<file path="src/rtl/uart_pkg.sv">
// rtl/uart_pkg.sv - shared UART constants and receiver state encoding
package uart_pkg;

    // Shared with the TX block so both ends of the serial path agree on bit timing.
    localparam int DEFAULT_CLKS_PER_BIT = 434;
    localparam int DEFAULT_DATA_BITS    = 8;

    localparam logic START_BIT = 1'b0;
    localparam logic STOP_BIT  = 1'b1;

    typedef enum logic [2:0] {
        IDLE,
        START,
        DATA,
        STOP,
        WAIT_HIGH
    } rx_state_t;

endpackage

</file>
<file path="src/rtl/sync_2ff.sv">
// rtl/sync_2ff.sv - two-flop synchronizer for asynchronous pad inputs
module sync_2ff #(
    parameter logic RESET_VAL = 1'b1
) (
    input  logic clk,
    input  logic rst_n,
    input  logic d,
    output logic q
);

    logic meta;

    // Two back-to-back flops; the reset value is chosen per pad so release looks idle.
    always_ff @(posedge clk or negedge rst_n) begin
        if (!rst_n) begin
            meta <= RESET_VAL;
            q    <= RESET_VAL;
        end else begin
            meta <= d;
            q    <= meta;
        end
    end

endmodule

</file>
<file path="src/rtl/uart_rx_fifo_writer.sv">
// rtl/uart_rx_fifo_writer.sv - UART receiver pushing bytes into the shared FIFO
module uart_rx_fifo_writer
    import uart_pkg::*;
#(
    parameter int CLKS_PER_BIT = DEFAULT_CLKS_PER_BIT,
    parameter int DATA_BITS    = DEFAULT_DATA_BITS
) (
    input  logic                 Clock,
    input  logic                 Rst_n,
    input  logic                 Rx_Serial,
    input  logic                 f_full,
    input  logic                 Err_Clr,
    output logic                 Wr_En,
    output logic [DATA_BITS-1:0] Wr_Data,
    output logic                 Rx_DV,
    output logic                 Rx_Active,
    output logic                 Frame_Err,
    output logic                 Overrun
);

    localparam int CW = $clog2(CLKS_PER_BIT);
    localparam int BW = (DATA_BITS > 1) ? $clog2(DATA_BITS) : 1;
    localparam logic [CW-1:0] HALF_CNT = CW'((CLKS_PER_BIT - 1) / 2);
    localparam logic [CW-1:0] LAST_CNT = CW'(CLKS_PER_BIT - 1);
    localparam logic [BW-1:0] LAST_BIT = BW'(DATA_BITS - 1);

    logic                 rx_s;
    rx_state_t            state_q, state_d;
    logic [CW-1:0]        cnt_q, cnt_d;
    logic [BW-1:0]        bit_idx_q, bit_idx_d;
    logic [DATA_BITS-1:0] shift_q, shift_d;
    logic                 frame_ok;
    logic                 frame_bad;
    logic                 rx_dv_q;
    logic [DATA_BITS-1:0] wr_data_q;
    logic                 frame_err_q;
    logic                 overrun_q;

    // Resets high so leaving reset never looks like a falling start edge.
    sync_2ff #(.RESET_VAL(1'b1)) u_rx_sync (
        .clk   (Clock),
        .rst_n (Rst_n),
        .d     (Rx_Serial),
        .q     (rx_s)
    );

    // Frame state, bit timer, bit index and shift register.
    always_ff @(posedge Clock or negedge Rst_n) begin
        if (!Rst_n) begin
            state_q   <= IDLE;
            cnt_q     <= '0;
            bit_idx_q <= '0;
            shift_q   <= '0;
        end else begin
            state_q   <= state_d;
            cnt_q     <= cnt_d;
            bit_idx_q <= bit_idx_d;
            shift_q   <= shift_d;
        end
    end

    // Frame sequencing: mid-bit sampling, LSB-first shifting, stop-bit validation.
    always_comb begin
        state_d   = state_q;
        cnt_d     = cnt_q;
        bit_idx_d = bit_idx_q;
        shift_d   = shift_q;
        frame_ok  = 1'b0;
        frame_bad = 1'b0;
        unique case (state_q)
            IDLE: begin
                cnt_d = '0;
                if (rx_s == START_BIT) begin
                    state_d = START;
                end
            end
            START: begin
                if (cnt_q == HALF_CNT) begin
                    cnt_d = '0;
                    if (rx_s == START_BIT) begin
                        state_d   = DATA;
                        bit_idx_d = '0;
                    end else begin
                        state_d = IDLE;
                    end
                end else begin
                    cnt_d = cnt_q + 1'b1;
                end
            end
            DATA: begin
                if (cnt_q == LAST_CNT) begin
                    cnt_d   = '0;
                    shift_d = {rx_s, shift_q[DATA_BITS-1:1]};
                    if (bit_idx_q == LAST_BIT) begin
                        state_d = STOP;
                    end else begin
                        bit_idx_d = bit_idx_q + 1'b1;
                    end
                end else begin
                    cnt_d = cnt_q + 1'b1;
                end
            end
            STOP: begin
                if (cnt_q == LAST_CNT) begin
                    cnt_d = '0;
                    if (rx_s == STOP_BIT) begin
                        frame_ok = 1'b1;
                        state_d  = IDLE;
                    end else begin
                        frame_bad = 1'b1;
                        state_d   = WAIT_HIGH;
                    end
                end else begin
                    cnt_d = cnt_q + 1'b1;
                end
            end
            WAIT_HIGH: begin
                cnt_d = '0;
                if (rx_s == STOP_BIT) begin
                    state_d = IDLE;
                end
            end
            default: begin
                state_d = IDLE;
                cnt_d   = '0;
            end
        endcase
    end

    // Byte-valid pulse, held output byte and sticky flags (a set beats a same-cycle clear).
    always_ff @(posedge Clock or negedge Rst_n) begin
        if (!Rst_n) begin
            rx_dv_q     <= 1'b0;
            wr_data_q   <= '0;
            frame_err_q <= 1'b0;
            overrun_q   <= 1'b0;
        end else begin
            rx_dv_q     <= frame_ok;
            if (frame_ok) begin
                wr_data_q <= shift_q;
            end
            frame_err_q <= frame_bad | (frame_err_q & ~Err_Clr);
            overrun_q   <= (rx_dv_q & f_full) | (overrun_q & ~Err_Clr);
        end
    end

    // f_full gates the write in the same cycle the byte is presented.
    assign Wr_En     = rx_dv_q & ~f_full;
    assign Wr_Data   = wr_data_q;
    assign Rx_DV     = rx_dv_q;
    assign Rx_Active = (state_q == START) || (state_q == DATA) || (state_q == STOP);
    assign Frame_Err = frame_err_q;
    assign Overrun   = overrun_q;

endmodule

</file>
<file path="config.mk">
export PLATFORM = sky130hd
export DESIGN_NAME = uart_rx_fifo_writer
export DESIGN_NICKNAME = d
export VERILOG_FILES = /design/src/rtl/uart_pkg.sv /design/src/rtl/sync_2ff.sv /design/src/rtl/uart_rx_fifo_writer.sv
export SDC_FILE = /design/constraint.sdc
export NUM_CORES = 1
export LEC_CHECK = 0
export CAP_MARGIN = 20
export CORE_MARGIN = 5
export CORE_UTILIZATION = 60
export CTS_BUF_LIST = sky130_fd_sc_hd__clkbuf_8
export CTS_CLUSTER_SIZE = 24
export DETAILED_ROUTE_END_ITERATION = 6
export PLACE_DENSITY = 0.86
export SLEW_MARGIN = 0
export SYNTH_ARGS = -nofsm -noshare
export SYNTH_HDL_FRONTEND = slang
export SYNTH_SLANG_ARGS = --single-unit
</file>
<file path="constraint.sdc">
create_clock -name Clock -period 3.5 [get_ports Clock]
set_clock_uncertainty 0.1 [all_clocks]
set_input_delay 0.525 -clock Clock [delete_from_list [all_inputs] [get_ports Clock]]
set_output_delay 0.525 -clock Clock [all_outputs]
set_load 0.01 [all_outputs]
</file>
; After elaboration in Yosys (flattened, before gate mapping)
; Cells that the tools add are included.
[word_totals]
out_inout_bits = 13
register_bits = 36
wordCells = 66
[classes]
n_eq_ne = 15
n_addsub = 2
reduce_logical = 8
n_mux = 23
n_bitwise = 8
[op_table]
columns = op, count
row1 = 3-bit two-way mux, 11
row2 = 9-bit two-way mux, 2
row3 = 9-bit one-hot mux with 2 select lines, 1
row4 = 3-bit one-hot mux with 5 select lines, 1
row5 = "2-bit != test, second input constant", 7
row6 = "9-bit by 1-bit adder with 9-bit output, second input constant", 1
row7 = "9-bit by 8-bit equality test with 1-bit output, second input constant", 1
row8 = "9-bit equality test, second input constant", 1
row9 = "3-bit by 2-bit equality test with 1-bit output, second input constant", 2
row10 = "3-bit equality test, second input constant", 2
row11 = 1-bit two-way mux, 6
row12 = 3-bit one-hot mux with 2 select lines, 1
row13 = 6-bit AND reduction, 1
row14 = 5-bit AND reduction, 1
row15 = 1-bit AND, 4
row16 = "3-bit by 1-bit adder with 3-bit output, second input constant", 1
row17 = "3-bit by 1-bit equality test with 1-bit output, second input constant", 1
row18 = 3-bit zero test, 1
row19 = 1-bit logical OR, 2
row20 = 2-bit two-way mux, 1
row21 = "2-bit by 1-bit != test with 1-bit output, second input constant", 1
row22 = 1-bit NOT, 2
row23 = 1-bit OR, 2
row24 = 2-bit AND reduction, 1
row25 = other kinds (2), 2

; Longest topological paths before layout
; Gate-level depths: netlist (run 1).
[depth]
word_depth = 4
depth_mapped = 6
ltp_nobuf = 6

; Hierarchy
; A second synthesis (run 1) with hierarchy kept.
[hier_totals]
cells_unflattened = 131
area_unflattened_um2 = 1617.8
[by_module_without_submodules]
columns = mod, cells_each, seq_area_each_um2, n_inst, area_each_um2
row1 = uart_rx_fifo_writer, 129, 850.8, 1, 1565.3
row2 = sync_2ff, 2, 52.6, 1, 52.6

; Worst setup path before layout (run 1)
; No wires, ideal clock.
[synth_path]
kind = flip-flop to flip-flop
start = register cnt_q[0]
end = register bit_idx_q[0]
synth_period_minus_slack_ps = 1979
path_slack_ps = 1521
arrival_time_ps = 1755
stages_incl_launch_ff = 7
path_cell_list = dfrtp_1 inv_1 ha_1 or4b_4 o311ai_4 o211ai_4 mux2_2
[synth_via]
elab_chain_len = 3
word_cells_on_any_way = 5
[synth_lines]
columns = item, line_no
row1 = start: declaration, uart_rx_fifo_writer.sv:29  ; logic [CW-1:0] cnt_q, cnt_d;
row2 = start signal: assignment, uart_rx_fifo_writer.sv:56  ; cnt_q <= cnt_d;
row3 = 9-bit equality test / 9-bit by 8-bit equality test with 1-bit output (equally long branches), "uart_rx_fifo_writer.sv:91, uart_rx_fifo_writer.sv:78"
row4 = 2-bit != test (no line), n/a
row5 = 5-bit AND reduction (no line) *, n/a
row6 = end signal: assignment, uart_rx_fifo_writer.sv:57  ; bit_idx_q <= bit_idx_d;
row7 = end: declaration, uart_rx_fifo_writer.sv:30  ; logic [BW-1:0] bit_idx_q, bit_idx_d;
; Every way passes the cells marked *; elsewhere a longest branch is shown, timed or not.
; A chain may end at the register's enable or synchronous reset.

; Worst setup path in the final report (run 1)
[layout_path]
start = input f_full
end = output Wr_En
[layout_via]
elab_chain_len = 2
[layout_lines]
columns = item, line_no
row1 = start: declaration, uart_rx_fifo_writer.sv:11  ; input logic f_full,
row2 = 1-bit NOT, uart_rx_fifo_writer.sv:148  ; assign Wr_En = rx_dv_q & ~f_full;
row3 = 1-bit AND, uart_rx_fifo_writer.sv:148
row4 = end: declaration, uart_rx_fifo_writer.sv:13  ; output logic Wr_En,
; No other way between the ends.

==> results.py, run 1 <==
metrics = {
    "synthesis": {
        "ys_ff_latch": 36,
        "synthesized_area_per_cell_um2": 12.7,
        "synth-edff-count": 0,
        "synth_async_sr_flop_share_pct": 100,
        "synthCells": 128,
        "synth_top_flop_cell": "dfrtp_1",
        "yosys_warnings": 0,
        "synthesis.area_um2": 1620,
        "postSynthNetCount": 138,
        "synth_seq_area_share_pct": 55.8,
        "post_synth_num_cell_types": 31,
    },
    "timing": {
        "setup_viol": 0,
        "postLayoutSetupSlackWorst_ns": 1.28,
        "period_needed_ns": 2.22,
        "rsz0062_at_grt": "no",
        "slew_viol_final": 0,
        "slew_headroom_pct": 61.9,
        "period_share_pct": 63.5,
        "finalSetupTns_ns": 0,
        "tightestPinTransition_ns": 0.564,
        "fmax_ghz": 0.450,
        "hold_viol": 0,
    },
    "power_and_ir_drop": {
        "internal-power_mw": 0.634,
        "max_vdd_drop_v": 0.000479,
        "static-leakage-power_nw": 0.954,
        "comb_power_share_pct": 1.9,
        "pwr_density_cell_nw_per_um2": 410,
        "switching_share_pct": 20.2,
        "netSwitchingPower_mw": 0.161,
        "clkPwrFrac_pct": 45.4,
        "seq_power_share_pct": 52.7,
    },
    "grt": {
        "maximum_number_of_pins_on_one_net_before_global_route_repair": 37,
        "grt_pass1_vias": 1053,
        "grt_usage_pct": 18.0,
        "grt_pass1_wl_um": 4860,
        "global_route.overflow_total": 0,
        "antenna_found_initial": 0,
    },
    "final_layout": {
        "nets": 161,
        "most_frequent_cells_in_the_layout": "dfrtp_1, mux2_2, clkdlybuf4s50_1",
        "postLayoutCellArea_um2": 1940,
        "mostFrequentLayoutCell": "dfrtp_1",
        "area_growth_syn_to_layout_pct": 19.7,
        "n_antenna_cell": 0,
        "drive_gt1_share_pct": 24.3,
    },
    "clock_network": {
        "numCtsBuffers": 5,
        "worst_skew_pair.late_latency_ns": 0.29,
        "worst_setup_hold_path_clk_slew_ns": 0.07,
        "cts-resized-gates": 0,
        "clock_tree_from_tritoncts": "yes",
        "postCtsSetupRepairBufs": 0,
        "cts-htree-levels": 2,
        "clock-root-buffer": "clkbuf_8",
        "cts_max_path_buffers": 2,
        "post_cts_hold_buffer_count": 0,
        "cts.sinks": 36,
    },
    "routing": {
        "vias_per_cell": 5.63,
        "route.vias.total": 1024,
        "route.antenna.remaining_nets": 0,
        "routed_wirelength_um": 2810,
        "drcViolationCount": 0,
        "route.detailed.wl_per_inst_um": 15.4,
        "drtIter0Drc": 38,
        "detailedRoute.firstPassIterationCount": 4,
    },
    "setup_path": {
        "worstSetupPathType": "in -> out",
        "critical_path_arrival_ns": 1.60,
        "r2r_start": "cnt_q[1]",
        "critPathLaunchType": "input port",
        "cp_slowest_stage_delay_ns": 0.54,
        "cp_max_fo": 2,
        "crit_path_start": "f_full",
        "rr_endpoint": "bit_idx_q[0]",
        "cp_cell_instances": "clkdlybuf4s50_1, nor2b_1, clkdlybuf4s50_1",
        "reg2reg_slack_ns": 1.37,
        "cp_data_required_time_ns": 2.87,
        "critical-path-slowest-cell": "clkdlybuf4s50_1",
        "critical-path-top-cell-by-count": "clkdlybuf4s50_1",
        "r2r_cell_count": 6,
        "timing.critical_path.to_type": "output pin",
    },
    "die": {
        "core_um2": 2520,
        "fp-row-count": 18,
        "floorplan.initialDensity_pct": 64.2,
        "die_y_um": 62.0,
        "top_level_ports": 18,
        "fp.dieW_um": 62.0,
        "die-area_um2": 3840,
    },
    "placed_design": {
        "post_dp_cell_area_um2": 1830,
        "port_buffers": 17,
        "place_ws_ns": 1.27,
        "detailed_place_hpwl_um": 1930,
        "place_congestion": 0.732,
    },
    "worst_hold_path": {
        "worst_hold_path.num_cells": 0,
        "min-delay-start": "u_rx_sync.meta",
        "worst_hold_path_type": "reg -> reg",
        "whs_endpoint": "u_rx_sync.q",
    },
    "status": {
        "status": "completed",
    },
    "flow_run": {
        "maxCapViolCount": 0,
    },
}
==> final cells by class <==
class | instances | area, µm²
flip-flops and latches | 36 | 903
multi-input cells | 83 | 683
fillers | 158 | 583
repair buffers | 18 | 178
clock buffers | 5 | 68.8
clock inverters | 3 | 42.5
well taps | 30 | 37.5
inverters | 7 | 26.3
==> cells in the mapped netlist, types with 2 or more instances <==
library cell  instances  area [µm²]
dfstp_2               2        52.6
clkbuf_1              2        7.51
nor2b_1               3        18.8
xnor2_1               5        43.8
xor2_1                2        17.5
inv_1                 7        26.3
nand2_1               6        22.5
a21oi_1               4        20.0
a22o_2                2        20.0
nor2_1               15        56.3
dfrtp_1              34         851
nor3_1                3        15.0
mux2_2               17         191
ha_1                  5        62.6
nand3_1               4        20.0
o21ai_0               2        10.0
==> critical path, delay by kind of cell <==
family	cells	cell delay, ns
buffers and inverters	2	0.96
and+or+nand+nor	1	0.11
==> routing by layer <==
metal	share of wire, %	vias up	GRT usage, %
met5	0	-	0
met3	5.6	8	6.82
met4	1.7	0	6.36
li1	-	489	-
met2	50	20	29.0
met1	43	507	22.0
==> through the flow <==
| step | utilization, % | total power, mW | cells | hold WS [ns] |
|---|---|---|---|---|
| after floorplan | - | 0.429 | 128 | 0.129 |
| after global placement | 72.5 | 0.442 | 174 | 0.247 |
| after detailed placement | 72.5 | 0.443 | 174 | 0.247 |
| after CTS | 76.9 | 0.806 | 182 | 0.258 |
| after global routing | 76.9 | 0.826 | 182 | 0.267 |
| final | 76.9 | 0.795 | 182 | 0.257 |
==> power groups by stage <==
stage	sequential (mW)	combinational (mW)	clock (mW)
global route	0.419	0.0175	0.389
finish	0.419	0.0151	0.361
floorplan	0.427	0.00181	0
global placement	0.427	0.0152	0
detailed placement	0.427	0.0156	0
CTS	0.419	0.0158	0.372
==> sequential cells by signal (all words and copies together), names as in the netlist, 3 cells and up <==
| signal | count |
|---|---|
| bit_idx_q | 3 |
| shift_q | 8 |
| Wr_Data | 8 |
| cnt_q | 9 |
| state_q | 3 |
==> cells by family (layout without fill, tap and decap cells) <==
| kind of cell | after synthesis | after routing | synth area share [%] |
|---|---|---|---|
| XOR/XNOR | 7 | 7 | 3.78 |
| multiplexers | 18 | 18 | 12.4 |
| buffers and inverters | 9 | 33 | 2.09 |
| adder cells (fa/ha/maj) | 5 | 5 | 3.86 |
| AND/OR/NAND/NOR | 40 | 40 | 13.5 |
| AO/OA/AOI/OAI | 13 | 13 | 8.57 |
| flip-flops | 36 | 36 | 55.8 |
==> worst max path at each step <==
| stage | to | slack (ns) | depth (start not counted) |
|---|---|---|---|
| 2_1_floorplan | bit_idx_q[0] | 1.52 | 6 |
| 3_3_place_gp | Wr_En | 1.29 | 3 |
| 3_5_place_dp | Wr_En | 1.27 | 3 |
| 4_1_cts | Wr_En | 1.26 | 3 |
| 5_1_grt | Rx_Active | 1.15 | 3 |
| 6_report | Wr_En | 1.28 | 3 |
(Power assumes the default switching activity.)
==> run 2, diff against run 1 <==
- CORE_UTILIZATION: 60 -> 52
- PLACE_DENSITY: 0.86 -> 0.8
- clock period: 3.5 -> 1.9 ns (I/O delays scaled with it)
==> run 2 against run 1 <==
Net effect:
- the run now ends with negative setup slack left
- final cell count increased by 17%
- global-route usage decreased by 1.1 points
- non-clock buffer count increased by 17
- largest cell class unchanged
- cell area increased by 10%
- combinational power increased by 87%
- flip-flop and latch count unchanged
- die area increased by 13%
- worst hold slack improved by 0.00061 ns
- register-to-register slack got worse by 1.5 ns
- sequential share of layout area decreased by 4.2 points
- sequential power increased by 84%
- critical path type is now reg -> reg
- routed wire length increased by 7.8%
==> results.py, run 2 (synthesis results as in run 1) <==
metrics = {
    "die": {
        "die-area_um2": 4330,
        "core_um2": 3030,
        "fp.dieW_um": 65.8,
        "top_level_ports": 18,
        "die_y_um": 65.8,
        "fp-row-count": 20,
        "floorplan.initialDensity_pct": 53.5,
    },
    "worst_hold_path": {
        "worst_hold_path_type": "reg -> reg",
    },
    "timing": {
        "period_needed_ns": 2.03,
        "setup_viol": 13,
        "slew_headroom_pct": 67.2,
        "fmax_ghz": 0.493,
        "period_share_pct": 107,
        "rsz0062_at_grt": "yes",
        "slew_viol_final": 0,
        "finalSetupTns_ns": -1.29,
        "postLayoutSetupSlackWorst_ns": -0.130,
        "hold_viol": 0,
        "tightestPinTransition_ns": 0.491,
    },
    "setup_path": {
        "cp_num_buf_inv": 1,
        "critical_path_arrival_ns": 2.10,
        "critPathLaunchType": "flip-flop",
        "cp_max_fo": 3,
        "cp_slowest_stage_delay_ns": 0.48,
        "cp_top_family": "simple AND/OR/NAND/NOR gates",
        "critical-path-slowest-cell": "or4b_4",
        "cp_data_required_time_ns": 1.97,
        "cp_cell_instances": "inv_2, ha_1, or4b_4, o311ai_4, o211ai_4, mux2_4",
        "timing.critical_path.to_type": "flip-flop",
        "worstSetupPathType": "reg -> reg",
    },
    "final_layout": {
        "largest_register_ff_count": 9,
        "postLayoutCellArea_um2": 2140,
        "finalNonFillerCells": 213,
        "drive_gt1_share_pct": 36.1,
        "area_growth_syn_to_layout_pct": 32.0,
        "most_frequent_cells_in_the_layout": "dfrtp_1, buf_4, clkdlybuf4s50_1",
        "nets": 178,
        "mostFrequentLayoutCell": "dfrtp_1",
        "max_flop_register": "cnt_q",
        "n_antenna_cell": 0,
    },
    "status": {
        "violations_in_the_final_reports": "negative setup slack",
        "status": "finished, violations left",
    },
    "placed_design": {
        "place_congestion": 0.835,
        "detailed_place_hpwl_um": 2160,
        "port_buffers": 17,
        "post_dp_cell_area_um2": 1940,
        "dp.cells": 201,
    },
    "power_and_ir_drop": {
        "static-leakage-power_nw": 1.05,
        "max_vdd_drop_v": 0.000461,
        "pwr_density_cell_nw_per_um2": 619,
    },
    "clock_network": {
        "post_cts_hold_buffer_count": 0,
        "cts-htree-levels": 2,
        "numCtsBuffers": 5,
        "clock_tree_from_tritoncts": "yes",
        "cts.sinks": 36,
        "clock-root-buffer": "clkbuf_8",
        "worst_skew_pair.late_latency_ns": 0.29,
        "cts_max_path_buffers": 2,
        "worst_setup_hold_path_clk_slew_ns": 0.07,
    },
    "routing": {
        "routed_wirelength_um": 3030,
        "drcViolationCount": 0,
        "drtIter0Drc": 31,
        "detailedRoute.firstPassIterationCount": 4,
        "vias_per_cell": 5.11,
        "route.detailed.wl_per_inst_um": 14.2,
        "route.antenna.remaining_nets": 0,
        "route.vias.total": 1088,
    },
    "flow_run": {
        "maxCapViolCount": 0,
    },
    "grt": {
        "grt_pass1_wl_um": 5240,
        "grt_pass1_vias": 1127,
        "global_route.overflow_total": 0,
        "grt_usage_pct": 16.8,
        "antenna_found_initial": 0,
        "maximum_number_of_pins_on_one_net_before_global_route_repair": 37,
    },
}
-- run 2: repair_timing --
action                     CTS  global route
pin swaps                    2             2
buffers inserted             2             2
gates resized for setup      5             9
setup endpoints to repair   15            30
-- run 2: worst reg2reg max path, stage by stage (launching register included) --
cell,delay [ns]
dfrtp_1,0.40
inv_2,0.07
ha_1,0.12
or4b_4,0.48
o311ai_4,0.34
o211ai_4,0.14
mux2_4,0.27
-- run 2: worst paths after layout --
kind	from	end	slack, ns	depth (start not counted)
hold reg to reg	u_rx_sync.meta	u_rx_sync.q	0.26	0
min in group asynchronous	Rst_n	cnt_q[0]	0.31	2
setup reg to reg	cnt_q[1]	bit_idx_q[0]	-0.13	6
hold / removal	u_rx_sync.meta	u_rx_sync.q	0.26	0
max in group asynchronous	Rst_n	u_rx_sync.q	1.05	2
setup / recovery	cnt_q[1]	bit_idx_q[0]	-0.13	6
-- run 2: report_power, final --
group	internal (mW)	switching (mW)	total (mW)
Sequential	0.770	0.00226	0.772
Combinational	0.0102	0.0179	0.0282
Clock	0.255	0.268	0.523
Total	1.04	0.289	1.32
-- run 2: final cells by class --
| class | count | area [µm²] |
|---|---|---|
| Clock inverter | 3 | 18.8 |
| Fill cell | 212 | 890 |
| Inverter | 7 | 26.3 |
| Multi-Input combinational cell | 83 | 743 |
| Tap cell | 44 | 55.1 |
| Sequential cell | 36 | 906 |
| Timing Repair Buffer | 35 | 320 |
| Clock buffer | 5 | 68.8 |
-- run 2: through the flow --
step	hold slack, ns	total power, mW	utilization (%)	setup WS, ns
final	0.257	1.32	70.6	-0.130
after global routing	0.253	1.39	70.6	-0.197
after CTS	0.253	1.34	68.6	-0.132
after detailed placement	0.248	0.816	64.2	-0.145
after global placement	0.247	0.815	64.2	-0.0808
after floorplan	-0.111	0.790	-	-0.0795
-- run 2: layer usage --
layer,global-route usage (%),vias up,share of wire (%)
met1,18.8,534,41
met3,6.63,6,5.0
met5,0,-,0
met4,8.55,0,2.2
li1,-,526,-
met2,27.7,22,51
==> run 3, diff against run 2 <==
- CTS_CLUSTER_DIAMETER: not set -> 50
==> results of run 3 <==
No change in the layout: final DEF, timing and power equal those of run 2.
